File: src/rtl/abacus_sample_controller_if.sv
// Command, configuration and status bundle between the ABACUS register
// interface (master) and the sample controller (slave).
interface abacus_sample_controller_if #(
    parameter int CNT_W = 32,
    parameter int WIN_W = 16
);
    // Commands and configuration from the register interface
    logic             start;
    logic             abort;
    logic [CNT_W-1:0] window_cycles;
    logic [CNT_W-1:0] gap_cycles;
    logic [WIN_W-1:0] num_windows;
    logic             auto_clear;
    logic             irq_ack;

    // Controls to the profile units and status back to the registers
    logic             profile_enable;
    logic             counter_clear;
    logic             snapshot;
    logic             busy;
    logic [WIN_W-1:0] windows_done;
    logic             irq;

    modport master (
        output start, abort, window_cycles, gap_cycles, num_windows,
               auto_clear, irq_ack,
        input  profile_enable, counter_clear, snapshot, busy,
               windows_done, irq
    );

    modport slave (
        input  start, abort, window_cycles, gap_cycles, num_windows,
               auto_clear, irq_ack,
        output profile_enable, counter_clear, snapshot, busy,
               windows_done, irq
    );
endinterface

File: src/rtl/abacus_sample_controller.sv
// Profiling window sequencer for the ABACUS instruction/cache profile units.
// Runs a number of fixed-length enable windows separated by optional gaps,
// pulsing a counter clear before and a snapshot strobe after each window,
// and raises a sticky interrupt when a finite sequence completes.
module abacus_sample_controller #(
    parameter int CNT_W = 32,
    parameter int WIN_W = 16
) (
    input logic                         clk,
    input logic                         rst,
    abacus_sample_controller_if.slave   ctrl
);

    typedef enum logic [2:0] {
        IDLE  = 3'd0,
        CLEAR = 3'd1,
        RUN   = 3'd2,
        SNAP  = 3'd3,
        GAP   = 3'd4
    } state_t;

    localparam logic [CNT_W-1:0] CNT_ONE = CNT_W'(1);
    localparam logic [WIN_W-1:0] WIN_ONE = WIN_W'(1);

    state_t           state_q,    state_d;
    logic [CNT_W-1:0] cnt_q,      cnt_d;
    logic [CNT_W-1:0] win_len_q,  win_len_d;
    logic [CNT_W-1:0] gap_len_q,  gap_len_d;
    logic [WIN_W-1:0] num_win_q,  num_win_d;
    logic             auto_clr_q, auto_clr_d;
    logic [WIN_W-1:0] done_q,     done_d;
    logic             irq_q,      irq_d;
    logic             irq_set;
    logic [WIN_W-1:0] done_inc;

    // Registered output copies, decoded from the next state
    logic             enable_q;
    logic             clear_q;
    logic             snap_q;
    logic             busy_q;

    // Saturating completed-window count as it will be after this SNAP
    assign done_inc = (&done_q) ? done_q : done_q + WIN_ONE;

    // Next-state, counter, latched-config and interrupt decisions
    always_comb begin
        state_d    = state_q;
        cnt_d      = cnt_q;
        win_len_d  = win_len_q;
        gap_len_d  = gap_len_q;
        num_win_d  = num_win_q;
        auto_clr_d = auto_clr_q;
        done_d     = done_q;
        irq_set    = 1'b0;

        case (state_q)
            IDLE: begin
                // abort outranks start; a zero-length window is not accepted
                if (!ctrl.abort && ctrl.start && (ctrl.window_cycles != '0)) begin
                    win_len_d  = ctrl.window_cycles;
                    gap_len_d  = ctrl.gap_cycles;
                    num_win_d  = ctrl.num_windows;
                    auto_clr_d = ctrl.auto_clear;
                    done_d     = '0;
                    if (ctrl.auto_clear) begin
                        state_d = CLEAR;
                    end else begin
                        state_d = RUN;
                        cnt_d   = ctrl.window_cycles;
                    end
                end
            end

            CLEAR: begin
                state_d = RUN;
                cnt_d   = win_len_q;
            end

            RUN: begin
                // Counter is loaded with the window length on entry, so the
                // enable stays high for exactly that many cycles
                if (cnt_q == CNT_ONE) begin
                    state_d = SNAP;
                end else begin
                    cnt_d = cnt_q - CNT_ONE;
                end
            end

            SNAP: begin
                done_d = done_inc;
                if ((num_win_q != '0) && (done_inc == num_win_q)) begin
                    state_d = IDLE;
                    irq_set = 1'b1;
                end else if (gap_len_q == '0) begin
                    if (auto_clr_q) begin
                        state_d = CLEAR;
                    end else begin
                        state_d = RUN;
                        cnt_d   = win_len_q;
                    end
                end else begin
                    state_d = GAP;
                    cnt_d   = gap_len_q;
                end
            end

            GAP: begin
                if (cnt_q == CNT_ONE) begin
                    if (auto_clr_q) begin
                        state_d = CLEAR;
                    end else begin
                        state_d = RUN;
                        cnt_d   = win_len_q;
                    end
                end else begin
                    cnt_d = cnt_q - CNT_ONE;
                end
            end

            default: begin
                state_d = IDLE;
            end
        endcase

        // abort from any active state: back to IDLE, count frozen, no irq
        if (ctrl.abort && (state_q != IDLE)) begin
            state_d = IDLE;
            cnt_d   = cnt_q;
            done_d  = done_q;
            irq_set = 1'b0;
        end

        // A new completion wins over a simultaneous acknowledge
        if (irq_set) begin
            irq_d = 1'b1;
        end else if (ctrl.irq_ack) begin
            irq_d = 1'b0;
        end else begin
            irq_d = irq_q;
        end
    end

    // Sequencer state, latched config, counters and registered outputs
    always_ff @(posedge clk) begin
        if (rst) begin
            state_q    <= IDLE;
            cnt_q      <= '0;
            win_len_q  <= '0;
            gap_len_q  <= '0;
            num_win_q  <= '0;
            auto_clr_q <= 1'b0;
            done_q     <= '0;
            irq_q      <= 1'b0;
            enable_q   <= 1'b0;
            clear_q    <= 1'b0;
            snap_q     <= 1'b0;
            busy_q     <= 1'b0;
        end else begin
            state_q    <= state_d;
            cnt_q      <= cnt_d;
            win_len_q  <= win_len_d;
            gap_len_q  <= gap_len_d;
            num_win_q  <= num_win_d;
            auto_clr_q <= auto_clr_d;
            done_q     <= done_d;
            irq_q      <= irq_d;
            enable_q   <= (state_d == RUN);
            clear_q    <= (state_d == CLEAR);
            snap_q     <= (state_d == SNAP);
            busy_q     <= (state_d != IDLE);
        end
    end

    assign ctrl.profile_enable = enable_q;
    assign ctrl.counter_clear  = clear_q;
    assign ctrl.snapshot       = snap_q;
    assign ctrl.busy           = busy_q;
    assign ctrl.windows_done   = done_q;
    assign ctrl.irq            = irq_q;

endmodule

File: src/flat_wrapper.sv
// flat-port wrapper written by rule: the top's interface ports become plain ports
module abacus_sample_controller_flat 
#(
    parameter int CNT_W = 32,
    parameter int WIN_W = 16
)
  (clk, rst, ctrl_start, ctrl_abort, ctrl_window_cycles, ctrl_gap_cycles, ctrl_num_windows, ctrl_auto_clear, ctrl_irq_ack, ctrl_profile_enable, ctrl_counter_clear, ctrl_snapshot, ctrl_busy, ctrl_windows_done, ctrl_irq);
  abacus_sample_controller_if #(.CNT_W(CNT_W), .WIN_W(WIN_W)) ctrl_i ();
  input logic clk;
  input logic rst;
  input wire logic [$bits(ctrl_i.start)-1:0] ctrl_start;
  input wire logic [$bits(ctrl_i.abort)-1:0] ctrl_abort;
  input wire logic [$bits(ctrl_i.window_cycles)-1:0] ctrl_window_cycles;
  input wire logic [$bits(ctrl_i.gap_cycles)-1:0] ctrl_gap_cycles;
  input wire logic [$bits(ctrl_i.num_windows)-1:0] ctrl_num_windows;
  input wire logic [$bits(ctrl_i.auto_clear)-1:0] ctrl_auto_clear;
  input wire logic [$bits(ctrl_i.irq_ack)-1:0] ctrl_irq_ack;
  output wire logic [$bits(ctrl_i.profile_enable)-1:0] ctrl_profile_enable;
  output wire logic [$bits(ctrl_i.counter_clear)-1:0] ctrl_counter_clear;
  output wire logic [$bits(ctrl_i.snapshot)-1:0] ctrl_snapshot;
  output wire logic [$bits(ctrl_i.busy)-1:0] ctrl_busy;
  output wire logic [$bits(ctrl_i.windows_done)-1:0] ctrl_windows_done;
  output wire logic [$bits(ctrl_i.irq)-1:0] ctrl_irq;
  assign ctrl_i.start = ctrl_start;
  assign ctrl_i.abort = ctrl_abort;
  assign ctrl_i.window_cycles = ctrl_window_cycles;
  assign ctrl_i.gap_cycles = ctrl_gap_cycles;
  assign ctrl_i.num_windows = ctrl_num_windows;
  assign ctrl_i.auto_clear = ctrl_auto_clear;
  assign ctrl_i.irq_ack = ctrl_irq_ack;
  assign ctrl_profile_enable = ctrl_i.profile_enable;
  assign ctrl_counter_clear = ctrl_i.counter_clear;
  assign ctrl_snapshot = ctrl_i.snapshot;
  assign ctrl_busy = ctrl_i.busy;
  assign ctrl_windows_done = ctrl_i.windows_done;
  assign ctrl_irq = ctrl_i.irq;
  abacus_sample_controller #(.CNT_W(CNT_W), .WIN_W(WIN_W)) u_core (.clk(clk), .rst(rst), .ctrl(ctrl_i));
endmodule
File: config.mk
export PLATFORM = sky130hd
export DESIGN_NAME = abacus_sample_controller_flat
export DESIGN_NICKNAME = d
export VERILOG_FILES = /design/src/rtl/abacus_sample_controller_if.sv /design/src/rtl/abacus_sample_controller.sv /design/src/flat_wrapper.sv
export SDC_FILE = /design/constraint.sdc
export NUM_CORES = 1
export LEC_CHECK = 0
export ABC_AREA = 1
export ABC_CLOCK_PERIOD_IN_PS = 2470
export CAP_MARGIN = 20
export CORE_MARGIN = 10
export CORE_UTILIZATION = 35
export CTS_CLUSTER_DIAMETER = 80
export DETAILED_ROUTE_END_ITERATION = 10
export GPL_ROUTABILITY_DRIVEN = 0
export PLACE_DENSITY = 0.67
export SLEW_MARGIN = 15
export SYNTH_ARGS = -nofsm -noshare
export SYNTH_HDL_FRONTEND = slang
export SYNTH_SLANG_ARGS = --single-unit
File: constraint.sdc
create_clock -name clk -period 2.47 [get_ports clk]
set_input_delay 0.6175 -clock clk [delete_from_list [all_inputs] [get_ports clk]]
set_output_delay 0.6175 -clock clk [all_outputs]
set_load 0.005 [all_outputs]
# Word level (Yosys, flattened, before mapping)
# Cells that the tools add are included.
[classes]
eq_ne = 13
bitwise_logic = 1
n_reduce_logical = 18
mux = 25
addsub = 2
[ops]
columns = ["op", "count"]
rows = [
  ["2-to-1 mux 32 bit", 7],
  ["case mux 32 bit (5 select lines)", 1],
  ["== test 32 x 1 -> 1 bit, second input constant", 1],
  ["logical NOT 32 bit", 1],
  ["2-to-1 mux 16 bit", 2],
  ["case mux 16 bit (2 select lines)", 1],
  ["nonzero test 32 bit", 1],
  ["subtractor 32 x 1 -> 32 bit, second input constant", 1],
  ["2-to-1 mux 3 bit", 6],
  ["adder 16 x 1 -> 16 bit, second input constant", 1],
  ["== test 16 bit", 1],
  ["AND reduction 16 bit", 1],
  ["nonzero test 16 bit", 1],
  ["case mux 3 bit (5 select lines)", 1],
  ["== test 3 x 2 -> 1 bit, second input constant", 4],
  ["== test 3 x 1 -> 1 bit, second input constant", 2],
  ["!= test 2 bit, second input constant", 3],
  ["AND reduction 6 bit", 1],
  ["nonzero test 3 bit", 2],
  ["2-to-1 mux 1 bit", 5],
  ["nonzero test 5 bit", 1],
  ["logical AND 1 bit", 4],
  ["2-to-1 mux 2 bit", 2],
  ["nonzero test 2 bit", 2],
  ["other kinds (7)", 7],
]
[word_totals]
word_cells = 71
output_inout_bits = 21
reg_bits = 137

# Depth between registers and ports, before layout
[depth]
ltp_word = 8
ltp_mapped = 20
ltp_nobuf = 17

# Worst setup path after synthesis
# No wires, ideal clock.
[synth_timing]
kind = "reg-to-reg"
start = "register u_core.done_q[1] (netlist: u_core.ctrl.windows_done[1])"
end = "register u_core.cnt_q[14]"
period_less_slack_ps = 2352
n_path_buf = 2
arrival_time_ps = 2224
setup_slack_ps = 118
stages_incl_launch_ff = 16
cell_sequence = "dfxtp_1 ha_1 nand3_2 nor2_1 xnor2_1 nand2_1 xor2_1 nand3b_1 nor2_1 nand3_4 nand2_4 buf_6 buf_8 nand2_1 nand2_1 nor2_1"
[synth_via]
elab_chain_len = 6
[synth_lines]
columns = ["item", "line", "rtl"]
rows = [
  ["from (decl)", "abacus_sample_controller.sv:31", "logic [WIN_W-1:0] done_q, done_d;"],
  ["from (signal assigned)", "abacus_sample_controller.sv:165", "done_q <= done_d;"],
  ["adder 16 x 1 -> 16 bit or AND reduction 16 bit (tied branches)", "abacus_sample_controller.sv:43", "assign done_inc = (&done_q) ? done_q : done_q + WIN_ONE;"],
  ["2-to-1 mux 16 bit (*)", "abacus_sample_controller.sv:43", ""],
  ["== test 16 bit (*)", "abacus_sample_controller.sv:91", "if ((num_win_q != '0) && (done_inc == num_win_q)) begin"],
  ["logical AND 1 bit (*)", "abacus_sample_controller.sv:91", ""],
  ["!= test 2 bit (no source line) (*)", "n/a", ""],
  ["AND reduction 6 bit (no source line) (*)", "n/a", ""],
  ["to (signal assigned)", "abacus_sample_controller.sv:160", "cnt_q <= cnt_d;"],
  ["to (decl)", "abacus_sample_controller.sv:26", "logic [CNT_W-1:0] cnt_q, cnt_d;"],
]
# Every way passes the cells marked *; elsewhere a longest branch is shown, timed or not.
# A chain may end at the register's enable or synchronous reset.

# Worst setup path after layout
[layout_timing]
start = "register u_core.done_q[0] (netlist: u_core.ctrl.windows_done[0])"
end = "register u_core.cnt_q[7]"
# Same word-level chain as after synthesis.

==> flow_summary.toml <==
[run_status]
status = "finished with violations"
failed_checks = "DRC"

[worst_setup_path]
crit_required_ps = 2760
cp_slowest_stage_delay_ps = 370
endpoint_kind = "flop"
path_delay_family = "simple AND/OR/NAND/NOR gates"
crit_path_cell_trace = "ha_4 -> nand3_4 -> nor2_2 -> xnor2_1 -> nand2_1 -> xor2_1 -> nand3b_1 -> nor2_2 -> nand3_4 -> nand2_4 -> buf_12 -> nand2_1 -> nand2_1 -> nor2_1"
worst-endpoint-arrival_ps = 2690
critical_path.slowest_cell = "sky130_fd_sc_hd__dfxtp_2"
critPathMaxFanout = 14
crit_type = "flop to flop"
worst_setup_path_start_kind = "flop"
cp_common_cell = "sky130_fd_sc_hd__nand2_1"
critical_path_buf_inv_count = 1

[clock_network]
clock_root_buffer = "sky130_fd_sc_hd__clkbuf_16"
clock_tree.buffer_depth = 2
tritoncts = "done"
worst_skew_pair_later_pin_latency_ps = 420
cts_inserted_buffers = 17
cts.sink_count = 137
clk_pin_slew_worst_paths_ps = 70
htree_levels = 4

[grt]
grt_start_max_net_pins = 64
grt_pass1_wl_mm = 50.4
globalRouteTotalUtil = 0.198
antenna_found_initial = 0
gr-total-overflow = 0
grt_pass1_vias = 9570

[floorplan]
overall_die_height_um = 178
die-area_sq_mm = 0.0316
row_count = 57
fp.coreArea_sq_mm = 0.0244
start_util = 0.358
io_pins = 107
floorplan.die.width_um = 178

[routing]
vias_per_cell = 5.25
ant_nets = 0
route.final.wire_length_mm = 32.1
detailed_route_iter0_violations = 1053
wl_per_cell_um = 16.4
drt_pre_antenna_iters = 8
via_count = 10300
drcViolationCount = 1

[sta]
final_min_period_over_clock_period = 0.974
finalHoldViolations = 0
setup_violations = 0
tightestPinTransition_ps = 626
fin_worst_hold_slack_ps = 464
layout_min_cycle_time_ps = 2410
finClkSkew_ps = 11.4
rsz0062_at_grt = "true"
slew_violations = 0
max_clock_freq_mhz = 416
slew_headroom = 0.582

[power]
cellLeakagePower_nw = 5.12
ir_worst_vdd_uv = 403
powerDensity_mw_per_mm2 = 590

[synth]
netlist_top_cells_count = "sky130_fd_sc_hd__nand2_1 (325), sky130_fd_sc_hd__inv_1 (178), sky130_fd_sc_hd__nor2_1 (178), sky130_fd_sc_hd__o21ai_0 (150), sky130_fd_sc_hd__dfxtp_1 (137)"
synth-seq-cells = 137
syn_nets = 1523
synth_enable_flop_cells = 0
yosys.cell_count.top_type = "sky130_fd_sc_hd__nand2_1"
ys_dominant_reg_cell = "sky130_fd_sc_hd__dfxtp_1"
netlist_instances = 1434
ys_async_sr_fraction = 0
yosys_warnings = 0
synth_top_area_frac = 0.314
synth_cell_type_count = 41
synth.area.top_cells = "sky130_fd_sc_hd__dfxtp_1 (31%), sky130_fd_sc_hd__nand2_1 (14%), sky130_fd_sc_hd__o21ai_0 (8.6%)"
synth_area_leader_cell = "sky130_fd_sc_hd__dfxtp_1"
ys_seq_area_frac = 0.314
syn-cell-area_sq_mm = 0.00872
syn_avg_cell_area_sq_um = 6.08

[final_layout]
antenna_cells = 0
nFillCells = 2450
drive_gt1_frac = 0.154
finish.net_count = 1710
areaGrowthSynthToFinish_pct = 37.1
post_layout_nonfiller_instances = 1958

[min_path]
worst_hold_path_type = "flop to flop"

[job]
max-cap-violations = 0

[placed_design]
port_buffers = 106
place.detailed.hpwl_mm = 23.5
post-place-cells = 1918
[stage by stage]
step / total power, mW / utilization / setup TNS (ps) / instance area, sq um / setup WS [ps]
2_1_floorplan: 3.51 / - / 0 / 8720 / 118
3_5_place_dp: 4.16 / 0.450 / -55060 / 11000 / -517
3_3_place_gp: 4.14 / 0.450 / -46220 / 11000 / -435
4_1_cts: 7.02 / 0.478 / 0 / 11700 / 6.03
6_report: 7.05 / 0.490 / 0 / 12000 / 63.9
5_1_grt: 7.39 / 0.490 / -1360 / 12000 / -81.6
[worst paths after layout]
check	slack (ps)	endpoint	cells after the start	startpoint
setup / recovery	60	u_core.cnt_q[7]	14	u_core.ctrl.windows_done[0]
hold / removal	460	u_core.win_len_q[27]	2	u_core.win_len_q[27]
setup reg to reg	60	u_core.cnt_q[7]	14	u_core.ctrl.windows_done[0]
hold reg to reg	460	u_core.win_len_q[27]	2	u_core.win_len_q[27]
[cells by family (layout without fill, tap and decap cells)]
family          count (synthesis)  count (layout)  synth area share
simple gates                  691             691             0.338
compound gates                326             326             0.203
buf+inv                       250             450             0.113
flops                         137             137             0.314
xor+xnor                       27              27            0.0271
fa+ha+maj                       3               3           0.00430
[routing by layer]
layer  part of all wire  routed length (um)  track usage  vias to the layer above
met4              0.020                 652       0.0573                        0
met3              0.089                2860       0.0431                       45
li1                   -                   -            -                     5063
met1               0.45               14500        0.272                     4706
met5                  0                   0            0                        -
met2               0.44               14100        0.304                      459
[sequential cells by signal (all words and copies together), names as in the netlist]
register and count:
u_core.cnt_q 32, u_core.gap_len_q 32, u_core.win_len_q 32, u_core.ctrl.windows_done 16, u_core.num_win_q 16, u_core.state_q 3
u_core.auto_clr_q 1, u_core.ctrl.busy 1, u_core.ctrl.counter_clear 1, u_core.ctrl.irq 1, u_core.ctrl.profile_enable 1, u_core.ctrl.snapshot 1
[repair_timing]
action | CTS | global route
buffers inserted | 0 | 7
gates resized for setup | 10 | 64
hold buffers | 0 | 0
hold endpoints to repair | 0 | 0
pin swaps | 1 | 11
endpoints found under the setup margin | 41 | 50
gates cloned | 0 | 1
[layout by cell type, fill, tap and decap left out, types with 14 or more instances in the layout]
master / n
sky130_fd_sc_hd__xor2_1: 25
sky130_fd_sc_hd__nor2_1: 167
sky130_fd_sc_hd__inv_1: 177
sky130_fd_sc_hd__a21oi_1: 115
sky130_fd_sc_hd__clkbuf_16: 18
sky130_fd_sc_hd__nand3_1: 94
sky130_fd_sc_hd__nand2_2: 16
sky130_fd_sc_hd__dfxtp_1: 129
sky130_fd_sc_hd__o211ai_1: 22
sky130_fd_sc_hd__nand2_1: 309
sky130_fd_sc_hd__nand4_1: 21
sky130_fd_sc_hd__clkdlybuf4s50_1: 106
sky130_fd_sc_hd__nor2_2: 17
sky130_fd_sc_hd__or2_2: 14
sky130_fd_sc_hd__buf_4: 116
sky130_fd_sc_hd__o21ai_0: 145
[worst reg2reg max path, stage by stage, from the launching register on]
cell and delay [ps]:
sky130_fd_sc_hd__dfxtp_2 370, sky130_fd_sc_hd__ha_4 160, sky130_fd_sc_hd__nand3_4 130, sky130_fd_sc_hd__nor2_2 180, sky130_fd_sc_hd__xnor2_1 140, sky130_fd_sc_hd__nand2_1 150, sky130_fd_sc_hd__xor2_1 190, sky130_fd_sc_hd__nand3b_1 220
sky130_fd_sc_hd__nor2_2 170, sky130_fd_sc_hd__nand3_4 120, sky130_fd_sc_hd__nand2_4 130, sky130_fd_sc_hd__buf_12 160, sky130_fd_sc_hd__nand2_1 70, sky130_fd_sc_hd__nand2_1 60, sky130_fd_sc_hd__nor2_1 40
[report_power, final]
group          internal (mW)  switching [mW]  total, mW  leakage (nW)
Sequential              2.37           0.141       2.51          1.13
Clock                   1.83            1.04       2.86         0.316
Combinational          0.689           0.993       1.68          3.67
Total                   4.88            2.17       7.05          5.12
[layout make-up]
type | count | area, sq um | area share
Timing Repair Buffer | 238 | 2230 | 0.187
Clock inverter | 14 | 223 | 0.0186
Clock buffer | 18 | 439 | 0.0367
Multi-Input combinational cell | 1047 | 5230 | 0.437
Sequential cell | 137 | 2760 | 0.231
Inverter | 180 | 676 | 0.0565
Tap cell | 324 | 405 | 0.0339
Note: power is estimated with default switching activity, not from simulation.
